`src/rtl/rca_sum_accumulator.sv`:
```
// Burst accumulator behind the ripple-carry adder: sums COUNT results, then holds the total until taken.
// Optional build macro RCA_ACC_SATURATE_EN clamps the accumulator to all ones on overflow instead of wrapping.
module rca_sum_accumulator #(
   parameter int WIDTH     = 42,
   parameter int ACC_WIDTH = 48,
   parameter int COUNT     = 8
) (
   input  logic                         i_clk,
   input  logic                         i_rst,
   input  logic                         i_valid,
   output logic                         o_ready,
   input  logic [WIDTH:0]               i_result,
   output logic                         o_acc_valid,
   input  logic                         i_acc_ready,
   output logic [ACC_WIDTH-1:0]         o_acc,
   output logic                         o_overflow,
   output logic [$clog2(COUNT+1)-1:0]   o_beat_cnt
);

   localparam int CNT_W = $clog2(COUNT+1);
   localparam logic [CNT_W-1:0] COUNT_C = CNT_W'(COUNT);

   generate
      if (ACC_WIDTH < WIDTH + 1) begin : g_acc_width_chk
         $error("rca_sum_accumulator: ACC_WIDTH must be >= WIDTH+1");
      end
      if (COUNT < 1) begin : g_count_chk
         $error("rca_sum_accumulator: COUNT must be >= 1");
      end
   endgenerate

   typedef enum logic [1:0] {IDLE, ACCUM, HOLD} state_t;

   state_t               state, state_nxt;
   logic [ACC_WIDTH-1:0] acc, acc_nxt;
   logic [CNT_W-1:0]     cnt, cnt_nxt;
   logic                 ovf, ovf_nxt;
   logic                 accept;
   logic [ACC_WIDTH-1:0] operand;
   logic [ACC_WIDTH-1:0] wrap_sum;
   logic                 carry;

   function automatic logic [ACC_WIDTH-1:0] acc_add(input logic [ACC_WIDTH-1:0] a,
                                                    input logic [ACC_WIDTH-1:0] b);
`ifdef RCA_ACC_SATURATE_EN
      logic [ACC_WIDTH:0] s;
      s = {1'b0, a} + {1'b0, b};
      acc_add = s[ACC_WIDTH] ? '1 : s[ACC_WIDTH-1:0];
`else
      acc_add = a + b;
`endif
   endfunction

   assign o_ready     = (state != HOLD);
   assign o_acc_valid = (state == HOLD);
   assign o_acc       = acc;
   assign o_overflow  = ovf;
   assign o_beat_cnt  = cnt;

   assign accept   = i_valid && o_ready;
   assign operand  = ACC_WIDTH'(i_result);
   assign wrap_sum = acc + operand;
   // A modular sum smaller than an addend means the addition carried out of the top bit.
   assign carry    = (wrap_sum < acc);

   always_comb begin
      state_nxt = state;
      acc_nxt   = acc;
      cnt_nxt   = cnt;
      ovf_nxt   = ovf;
      case (state)
         IDLE: begin
            if (accept) begin
               acc_nxt   = operand;
               cnt_nxt   = CNT_W'(1);
               ovf_nxt   = 1'b0;
               state_nxt = (COUNT > 1) ? ACCUM : HOLD;
            end
         end
         ACCUM: begin
            if (accept) begin
               acc_nxt = acc_add(acc, operand);
               cnt_nxt = cnt + CNT_W'(1);
               ovf_nxt = ovf | carry;
               if (cnt_nxt == COUNT_C) state_nxt = HOLD;
            end
         end
         HOLD: begin
            if (i_acc_ready) begin
               acc_nxt   = '0;
               cnt_nxt   = '0;
               ovf_nxt   = 1'b0;
               state_nxt = IDLE;
            end
         end
         default: state_nxt = IDLE;
      endcase
   end

   always_ff @(posedge i_clk) begin
      if (i_rst) begin
         state <= IDLE;
         acc   <= '0;
         cnt   <= '0;
         ovf   <= 1'b0;
      end else begin
         state <= state_nxt;
         acc   <= acc_nxt;
         cnt   <= cnt_nxt;
         ovf   <= ovf_nxt;
      end
   end

endmodule

```
`config.mk`:
```
export PLATFORM = sky130hd
export DESIGN_NAME = rca_sum_accumulator
export DESIGN_NICKNAME = d
export VERILOG_FILES = /design/src/rtl/rca_sum_accumulator.sv
export SDC_FILE = /design/constraint.sdc
export NUM_CORES = 1
export LEC_CHECK = 0
export CAP_MARGIN = 20
export CORE_ASPECT_RATIO = 2
export CORE_MARGIN = 1.5
export CORE_UTILIZATION = 47
export DETAILED_ROUTE_END_ITERATION = 6
export PLACE_DENSITY = 0.71
export SYNTH_ARGS = -nofsm -noshare
export SYNTH_HDL_FRONTEND = slang
export SYNTH_SLANG_ARGS = --single-unit
```
`constraint.sdc`:
```
create_clock -name i_clk -period 5.85 [get_ports i_clk]
set_clock_uncertainty 0.05 [all_clocks]
set_input_delay 1.17 -clock i_clk [delete_from_list [all_inputs] [get_ports i_clk]]
set_output_delay 1.17 -clock i_clk [all_outputs]
set_load 0.02 [all_outputs]
```
==> impl_metrics.json, run 1 <==
{
  "tns_ps": 0,
  "setup.worst_path.start_class": "primary input",
  "m1WireLength_um": 7339,
  "path_clk_slew_ps": 80,
  "powerDensity_nw_per_um2": 300.8,
  "maxCapViolCount": 0,
  "rows": 60,
  "yosysTopAreaCell": "ha_1",
  "grt_usage_pct": 29.02,
  "route.met2.wl_um": 11200,
  "antenna_found_initial": 0,
  "die_h_um": 168.3,
  "core_um2": 13360,
  "syn-instance-count": 838,
  "drc": 6,
  "hold_viol": 0,
  "nets": 1046,
  "syn2layout_area_growth_pct": 18.68,
  "final-max-slew-violation-count": 0,
  "fmax_mhz": 180.2,
  "p_leak_nw": 3.078,
  "grt_pass1_vias": 6863,
  "async_reset_ff_share_pct": 0,
  "worstSetupPathType": "in2reg",
  "synth.top_cells.by_area": "ha_1 18%, dfxtp_1 17%, a221oi_1 5.2%",
  "cts_buffer_depth": 2,
  "rsz0062_at_grt": "no",
  "worstHoldPathType": "reg2reg",
  "final_layout_size_suffix_gt1_share_pct": 5.513,
  "finalCritPeriodShare_pct": 94.88,
  "synth_fp_nets": 978,
  "cts_made_buffers": 5,
  "routedWlPerCell_um": 19.58,
  "synthFlopType": "dfxtp_1",
  "required_ps": 5990,
  "gp_congestion": 0.9937,
  "layout_common_cells": "100 x clkdlybuf4s50_1, 92 x ha_1, 66 x a21oi_1",
  "cp.arrival_ps": 5690,
  "synth_top_area_share_pct": 17.92,
  "insertion_delay_ps": 310,
  "pin_count": 102,
  "htree_levels": 2,
  "die_area_um2": 14420,
  "gr-total-overflow": 0,
  "status": "finished, violations left",
  "ir_drop_mv": 0.1365,
  "wl_met3_um": 815,
  "dpl_cell_area_um2": 7452,
  "first_pass_iters": 7,
  "top_layer_used": "met4",
  "grt_max_degree": 58,
  "yosysUniqueCellTypes": 74,
  "die_w_um": 85.66,
  "initial_core_util_pct": 48.06,
  "synth_edf_count": 0,
  "ys_seq_area_share_pct": 17.14,
  "final_common_cell": "clkdlybuf4s50_1",
  "yosysWarningCount": 0,
  "cts_tree": "done",
  "numPortBuffers": 101,
  "dp_hpwl_um": 16420,
  "ant_nets": 0,
  "ys_seq_elements": 55,
  "syn_avg_cell_area_um2": 7.664,
  "grt_first_pass_wirelength_um": 33390,
  "antenna_cells": 0,
  "syn-cell-area_um2": 6422,
  "route.final.wire_length_um": 20800,
  "min_period_ps": 5550,
  "finalInstanceArea_um2": 7622,
  "crit_path_max_fanout": 4,
  "slew-limit-headroom_pct": 48.46,
  "clock-sinks": 55,
  "vias": 6804,
  "first_iter_violations": 330,
  "clk_root_buffer_cell": "clkbuf_16",
  "worst_pin_slew_ps": 766.5,
  "cp-end-kind": "flip-flop",
  "setup_violations": 0,
  "violations": "design-rule violations",
  "viasPerCell": 6.407
}
## cell usage after synthesis (3+ instances only)
cell	number
or2_2	4
inv_1	61
or3_1	4
buf_2	4
a211oi_2	4
and2_1	9
ha_1	92
a21o_1	19
a21oi_2	7
nand2b_1	7
o21ai_0	42
nand2_1	54
a311oi_1	4
nor3_1	17
buf_1	4
nand3b_1	5
xnor2_1	21
clkbuf_1	35
nand4_1	14
nor3b_1	5
o21bai_1	5
a21oi_1	66
nor2b_1	10
o211ai_1	12
a31oi_1	7
xor2_1	18
nor2_1	65
nor4_1	9
a221oi_1	38
o21ai_1	8
o2111a_1	3
a211oi_1	41
dfxtp_1	55
and3_1	6
o21a_1	8
nand3_1	24
buf_6	5
## repair_timing
action / CTS / global route
setup buffers: 0 / 1
hold endpoints to repair: 0 / 0
setup endpoints to repair: 0 / 1
hold buffers: 0 / 0
gates resized for setup: 0 / 2
## final timing paths
check                                 start          to  slack (ps)  cells after the start
worst max-delay path            i_result[0]  o_overflow         300                     21
worst min-delay path               state[0]    state[0]         450                      2
worst max register to register     o_acc[0]  o_overflow        1290                     20
worst min register to register     state[0]    state[0]         450                      2
## cell type report
class                      instances  area (µm²)
clock inverter                     2       16.27
multi-input combinational        673        4880
clock buffer                       6       128.9
tap                              155       193.9
inverter                          61       229.0
timing repair buffer             110        1074
sequential                        55        1101
fill                            1321        5741
## routing by layer
metal / vias up / track usage (%)
met2: 229 / 54.78
met3: 92 / 3.431
li1: 3270 / -
met5: - / 0
met1: 3213 / 28.39
met4: 0 / 19.92
## state kept, by name, summed over array words and instances (netlist names)
signal      flops
o_overflow      1
o_acc          48
o_beat_cnt      4
state           2
## worst max-delay path: stages
cell and delay [ps]:
clkdlybuf4s50_1 520, ha_1 220, inv_1 70, fa_1 400
nor2b_1 170, o211ai_1 150, a21bo_2 270, a211oi_2 350
o211ai_1 210, nand3_1 150, xor2_1 90, ha_1 300
nand4_1 170, nor4_2 430, o21ai_0 170, a21oi_1 210
o211ai_1 130, a31oi_1 160, nor2_1 70, o31ai_1 190
a41oi_1 70
## per-stage QoR
| stage | instances | utilization [%] | power (mW) | hold WS [ps] | setup slack, ps |
|---|---|---|---|---|---|
| 6_report | 1062 | 57.04 | 2.293 | 453.2 | 299.6 |
| 5_1_grt | 1062 | 57.04 | 2.478 | 484.9 | 5.402 |
| 4_1_cts | 1061 | 56.85 | 2.281 | 447.0 | 281.8 |
| 3_5_place_dp | 1053 | 55.77 | 1.954 | 436.1 | -18.78 |
| 3_3_place_gp | 1053 | 55.77 | 1.949 | 431.0 | -23.11 |
| 2_1_floorplan | 838 | - | 1.508 | 420.9 | 1339 |
## power breakdown
group / total, mW / internal, mW / switching, mW
Clock: 0.326 / 0.162 / 0.164
Sequential: 0.481 / 0.428 / 0.0528
Combinational: 1.49 / 0.605 / 0.881
Total: 2.29 / 1.20 / 1.10
## cells by family after synthesis
| logic type | synth area share [%] |
|---|---|
| compound gates | 32.40 |
| xor+xnor | 5.319 |
| fa+ha+maj | 18.23 |
| buf+inv | 7.150 |
| flops | 17.14 |
| mux | 0.4870 |
| simple gates | 19.27 |
No activity file was read; power rests on OpenSTA's default activity.
==> run 2, diff against run 1 <==
CORE_MARGIN = unset   (was 1.5)
==> run 2 against run 1 <==
  * The flow still finishes with violations (design-rule violations)
  * Combinational power about the same
  * Via count down 0.84%
  * Non-clock buffer count up 1
  * Critical path depth up 1
  * Clock-buffer cell count down 1
  * Routed wire length up 1.1%
  * Sequential cell count unchanged
  * Clock power up 6%
  * Utilization up 0.21 points
  * Die area down 1.8%
  * Maximum frequency up 1.5%
==> impl_metrics.json, run 2 (synthesis gave the netlist of run 1 again) <==
{
  "grt_max_degree": 58,
  "first_pass_iters": 7,
  "core_um2": 13360,
  "crit_path_max_fanout": 3,
  "place_inst": 1054,
  "setup.worst_path.start_class": "primary input",
  "cpPeakStageDelay_ps": 520,
  "powerDensity_nw_per_um2": 304.2,
  "die_w_um": 84.66,
  "nets": 1047,
  "cts_tree": "done",
  "setup_violations": 0,
  "grt_usage_pct": 29.94,
  "antenna_cells": 0,
  "dp_hpwl_um": 16520,
  "insertion_delay_ps": 320,
  "pin_count": 102,
  "ir_drop_mv": 0.1368,
  "htree_levels": 2,
  "crit_slowest_cell": "clkdlybuf4s50_1",
  "first_iter_violations": 339,
  "rows": 60,
  "grt_first_pass_wirelength_um": 33730,
  "hold_viol": 0,
  "fill_cells": 1310,
  "utilization_pct": 57.25,
  "fmax_mhz": 182.8,
  "ant_nets": 0,
  "grt_pass1_vias": 6883,
  "tns_ps": 0,
  "die_area_um2": 14160,
  "required_ps": 5990,
  "path_cells": "clkdlybuf4s50_1 -> ha_1 -> inv_1 -> fa_1 -> nor2b_1 -> o211ai_1 -> a211oi_2 -> o21ai_1 -> a21oi_1 -> o21ai_0 -> and2_1 -> xnor2_1 -> ha_1 -> nand4_1 -> nor4_4 -> o21ai_1 -> a21oi_2 -> o211ai_1 -> a31oi_1 -> nor2_1 -> o31ai_1 -> a41oi_1",
  "worst_hold_slack_ps": 459.6,
  "status": "finished, violations left",
  "p_seq_share_pct": 20.7,
  "gp_congestion": 1.003,
  "cts_hold_buf": 0,
  "cp.arrival_ps": 5610,
  "switching_share_pct": 48.17,
  "dp_worst_setup_slack_ps": -264.6,
  "initial_core_util_pct": 48.06,
  "p_leak_nw": 3.096,
  "cp_top_family": "compound AO/OA/AOI/OAI gates",
  "violations": "design-rule violations",
  "min_period_ps": 5470,
  "clock-sinks": 55,
  "final-max-slew-violation-count": 0,
  "numPortBuffers": 101,
  "syn2layout_area_growth_pct": 19.11,
  "antenna_found_initial": 0,
  "setup_slack_ps": 379.9,
  "worst_pin_slew_ps": 912.3,
  "vias": 6747,
  "finalCritPeriodShare_pct": 93.51,
  "rsz0062_at_grt": "no",
  "power_frac_clock_pct": 14.8,
  "clk_root_buffer_cell": "clkbuf_16",
  "crit_buf_inv": 2,
  "viasPerCell": 6.347,
  "p_sw_mw": 1.121,
  "largest_reg_flops": 48,
  "slew-limit-headroom_pct": 39.18,
  "layoutNonFillerInstCount": 1063,
  "die_h_um": 167.3,
  "cp-end-kind": "flip-flop",
  "layout_common_cells": "100 x clkdlybuf4s50_1, 92 x ha_1, 65 x a21oi_1, 65 x nor2_1, 60 x inv_1",
  "worstSetupPathType": "in2reg",
  "route.final.wire_length_um": 21020,
  "final_common_cell": "clkdlybuf4s50_1",
  "cts_buffer_depth": 2,
  "gr-total-overflow": 0,
  "path_clk_slew_ps": 90,
  "cts_made_buffers": 5,
  "pwr-share-comb_pct": 64.5,
  "final_layout_size_suffix_gt1_share_pct": 5.837,
  "p_int_mw": 1.206,
  "maxCapViolCount": 0,
  "worstHoldPathType": "reg2reg",
  "drc": 4,
  "routedWlPerCell_um": 19.77
}
run 2: final cells by class:
cell class	instances	area (µm²)	share of cell area, %
clock inverter	3	31.28	0.4089
sequential	55	1101	14.39
inverter	61	229.0	2.993
multi-input combinational	673	4888	63.90
tap	155	193.9	2.535
timing repair buffer	111	1081	14.13
clock buffer	5	125.1	1.636
run 2: routing by layer:
| metal | GRT usage [%] | share of wire (%) |
|---|---|---|
| met5 | 0 | 0 |
| met4 | 20.19 | 7.1 |
| met3 | 3.253 | 3.8 |
| met2 | 59.24 | 54 |
| met1 | 27.73 | 35 |
run 2: worst reg2reg max path: stages (launching register included):
cell,delay [ps]
dfxtp_1,400
ha_1,220
inv_1,70
fa_1,400
nor2b_1,170
o211ai_1,150
a211oi_2,300
o21ai_1,120
a21oi_1,240
o21ai_0,140
and2_1,230
xnor2_1,140
ha_1,310
nand4_1,200
nor4_4,310
o21ai_1,140
a21oi_2,210
o211ai_1,120
a31oi_1,150
nor2_1,60
o31ai_1,190
a41oi_1,70
run 2: final timing paths:
check | slack [ps] | to | start | depth (start not counted)
worst max-delay path | 380 | o_overflow | i_result[0] | 22
worst min-delay path | 460 | state[0] | state[0] | 2
worst max register to register | 1350 | o_overflow | o_acc[0] | 21
worst min register to register | 460 | state[0] | state[0] | 2
run 2: timing repair:
item,in CTS,in global routing
setup buffers,0,1
resized for setup,0,5
setup endpoints to repair,0,1
run 2: power by group through the flow:
stage | Clock, mW | Combinational [mW] | Sequential [mW]
2_1_floorplan | 0 | 0.969 | 0.539
3_3_place_gp | 0 | 1.46 | 0.490
3_5_place_dp | 0 | 1.47 | 0.490
4_1_cts | 0.355 | 1.48 | 0.482
5_1_grt | 0.364 | 1.65 | 0.489
6_report | 0.345 | 1.50 | 0.482
run 2: metrics by stage:
step / power, mW / area (µm²)
6_report: 2.327 / 7650
5_1_grt: 2.500 / 7650
4_1_cts: 2.315 / 7616
3_5_place_dp: 1.959 / 7460
3_3_place_gp: 1.952 / 7460
2_1_floorplan: 1.508 / 6422
==> run 3, diff against run 2 <==
ABC_CLOCK_PERIOD_IN_PS = 5850   (was unset)
CORE_UTILIZATION = 55   (was 47)
PLACE_DENSITY = 0.82   (was 0.71)
==> run 3 against run 2 <==
  * The run now ends clean
  * Global-route usage up 6.3 points
  * Power up 1.7%
  * Die area down 14%
  * Combinational power about the same
  * Setup slack better by 75 ps
  * Sequential cell count unchanged
  * Clock power up 7.5%
  * Critical path depth down 1
  * Final area down 0.13%
  * Largest cell class unchanged
  * Routed wire length up 1.2%
  * Via count up 2.0%
==> impl_metrics.json, run 3 (synthesis gave the netlist of run 1 again) <==
{
  "route.final.wire_length_um": 21260,
  "layout_common_cells": "100 x clkdlybuf4s50_1, 92 x ha_1, 66 x a21oi_1",
  "p_leak_nw": 3.099,
  "syn2layout_area_growth_pct": 18.96,
  "antenna_cells": 0,
  "grt_use_met1_pct": 33.01,
  "rows": 55,
  "cts_made_buffers": 5,
  "slew-limit-headroom_pct": 52.16,
  "worst_pin_slew_ps": 708.4,
  "cts_setup_buffers": 0,
  "fmax_mhz": 185.4,
  "vias": 6885,
  "utilization_pct": 67.28,
  "viasPerCell": 6.551,
  "die_h_um": 154.8,
  "min_period_ps": 5395,
  "cp.arrival_ps": 5580,
  "clock-sinks": 55,
  "nets": 1048,
  "worstSetupPathType": "in2reg",
  "ir_drop_mv": 0.1761,
  "hold_viol": 0,
  "dp_hpwl_um": 16230,
  "worstHoldPathType": "reg2reg",
  "path_clk_slew_ps": 80,
  "insertion_delay_ps": 310,
  "final_common_cell": "clkdlybuf4s50_1",
  "cts_resized": 0,
  "cts_tree": "done",
  "grt_usage_pct": 36.27,
  "cts_hold_buf": 0,
  "clk_root_buffer_cell": "clkbuf_16",
  "met2_usage_pct": 66.17,
  "finalCritPeriodShare_pct": 92.22,
  "largest_reg_flops": 48,
  "numPortBuffers": 101,
  "setup_violations": 0,
  "die_area_um2": 12140,
  "drc": 0,
  "cts_buffer_depth": 2,
  "routedWlPerCell_um": 20.23,
  "rsz0062_at_grt": "no",
  "cp-end-kind": "flip-flop",
  "grt_max_degree": 58,
  "gr-total-overflow": 0,
  "setup.worst_path.start_class": "primary input",
  "pin_count": 102,
  "die_w_um": 78.41,
  "first_iter_violations": 408,
  "powerDensity_nw_per_um2": 309.7,
  "tns_ps": 0,
  "gp_congestion": 1.022,
  "final-max-slew-violation-count": 0,
  "initial_core_util_pct": 56.56,
  "status": "complete, no violations",
  "grt_pass1_vias": 6995,
  "grt_use_met3_pct": 8.673,
  "globalRoute.busiestLayer": "met2",
  "core_um2": 11350,
  "required_ps": 6040,
  "grt_first_pass_wirelength_um": 34180,
  "final_layout_size_suffix_gt1_share_pct": 5.721,
  "ant_nets": 0,
  "first_pass_iters": 5,
  "maxCapViolCount": 0,
  "htree_levels": 2,
  "antenna_found_initial": 0,
  "crit_path_max_fanout": 3
}
[run 3: path summary, 6_finish.rpt]
| check | depth (start not counted) | end | slack, ps | startpoint |
|---|---|---|---|---|
| min | 2 | state[0] | 450 | state[0] |
| min reg2reg | 2 | state[0] | 450 | state[0] |
| max | 21 | o_overflow | 460 | i_result[0] |
| max reg2reg | 20 | o_overflow | 1440 | o_acc[0] |
[run 3: layout make-up]
| type | instances | area, µm² |
|---|---|---|
| Multi-Input combinational cell | 673 | 4862 |
| Timing Repair Buffer | 112 | 1101 |
| Inverter | 61 | 229.0 |
| Clock buffer | 5 | 125.1 |
| Tap cell | 142 | 177.7 |
| Clock inverter | 3 | 43.79 |
| Sequential cell | 55 | 1101 |
| Fill cell | 1022 | 3715 |
[run 3: metrics by stage]
step	instance area, µm²	cells	hold slack [ps]	power, mW	worst slack (ps)
2_1_floorplan	6422	838	420.9	1.508	1339
3_3_place_gp	7451	1042	432.4	1.943	290.4
3_5_place_dp	7451	1042	437.5	1.960	205.4
4_1_cts	7620	1050	450.0	2.334	520.8
5_1_grt	7640	1051	486.1	2.539	63.78
6_report	7640	1051	451.3	2.366	455.2
[run 3: power breakdown]
| part | internal, mW | switching [mW] |
|---|---|---|
| clock | 0.203 | 0.168 |
| sequential | 0.428 | 0.0541 |
| combinational | 0.613 | 0.900 |
[run 3: metal layers]
| layer | vias up | share of wire (%) |
|---|---|---|
| met4 | 0 | 7.6 |
| met2 | 265 | 53 |
| met1 | 3236 | 34 |
| met3 | 110 | 5.0 |
| li1 | 3274 | - |
| met5 | - | 0 |
[run 3: critical path, stage by stage]
cell,delay (ps)
clkdlybuf4s50_1,530
ha_1,220
inv_1,70
fa_1,400
nor2b_1,190
o211ai_1,160
a211oi_2,340
nor2_1,140
o21ai_0,320
a31oi_1,150
xnor2_1,240
ha_1,290
nand3_1,90
nand2_1,120
nor3_1,380
a21oi_1,150
o211ai_1,210
a31oi_1,100
nor2_1,90
o31ai_1,70
a41oi_1,160
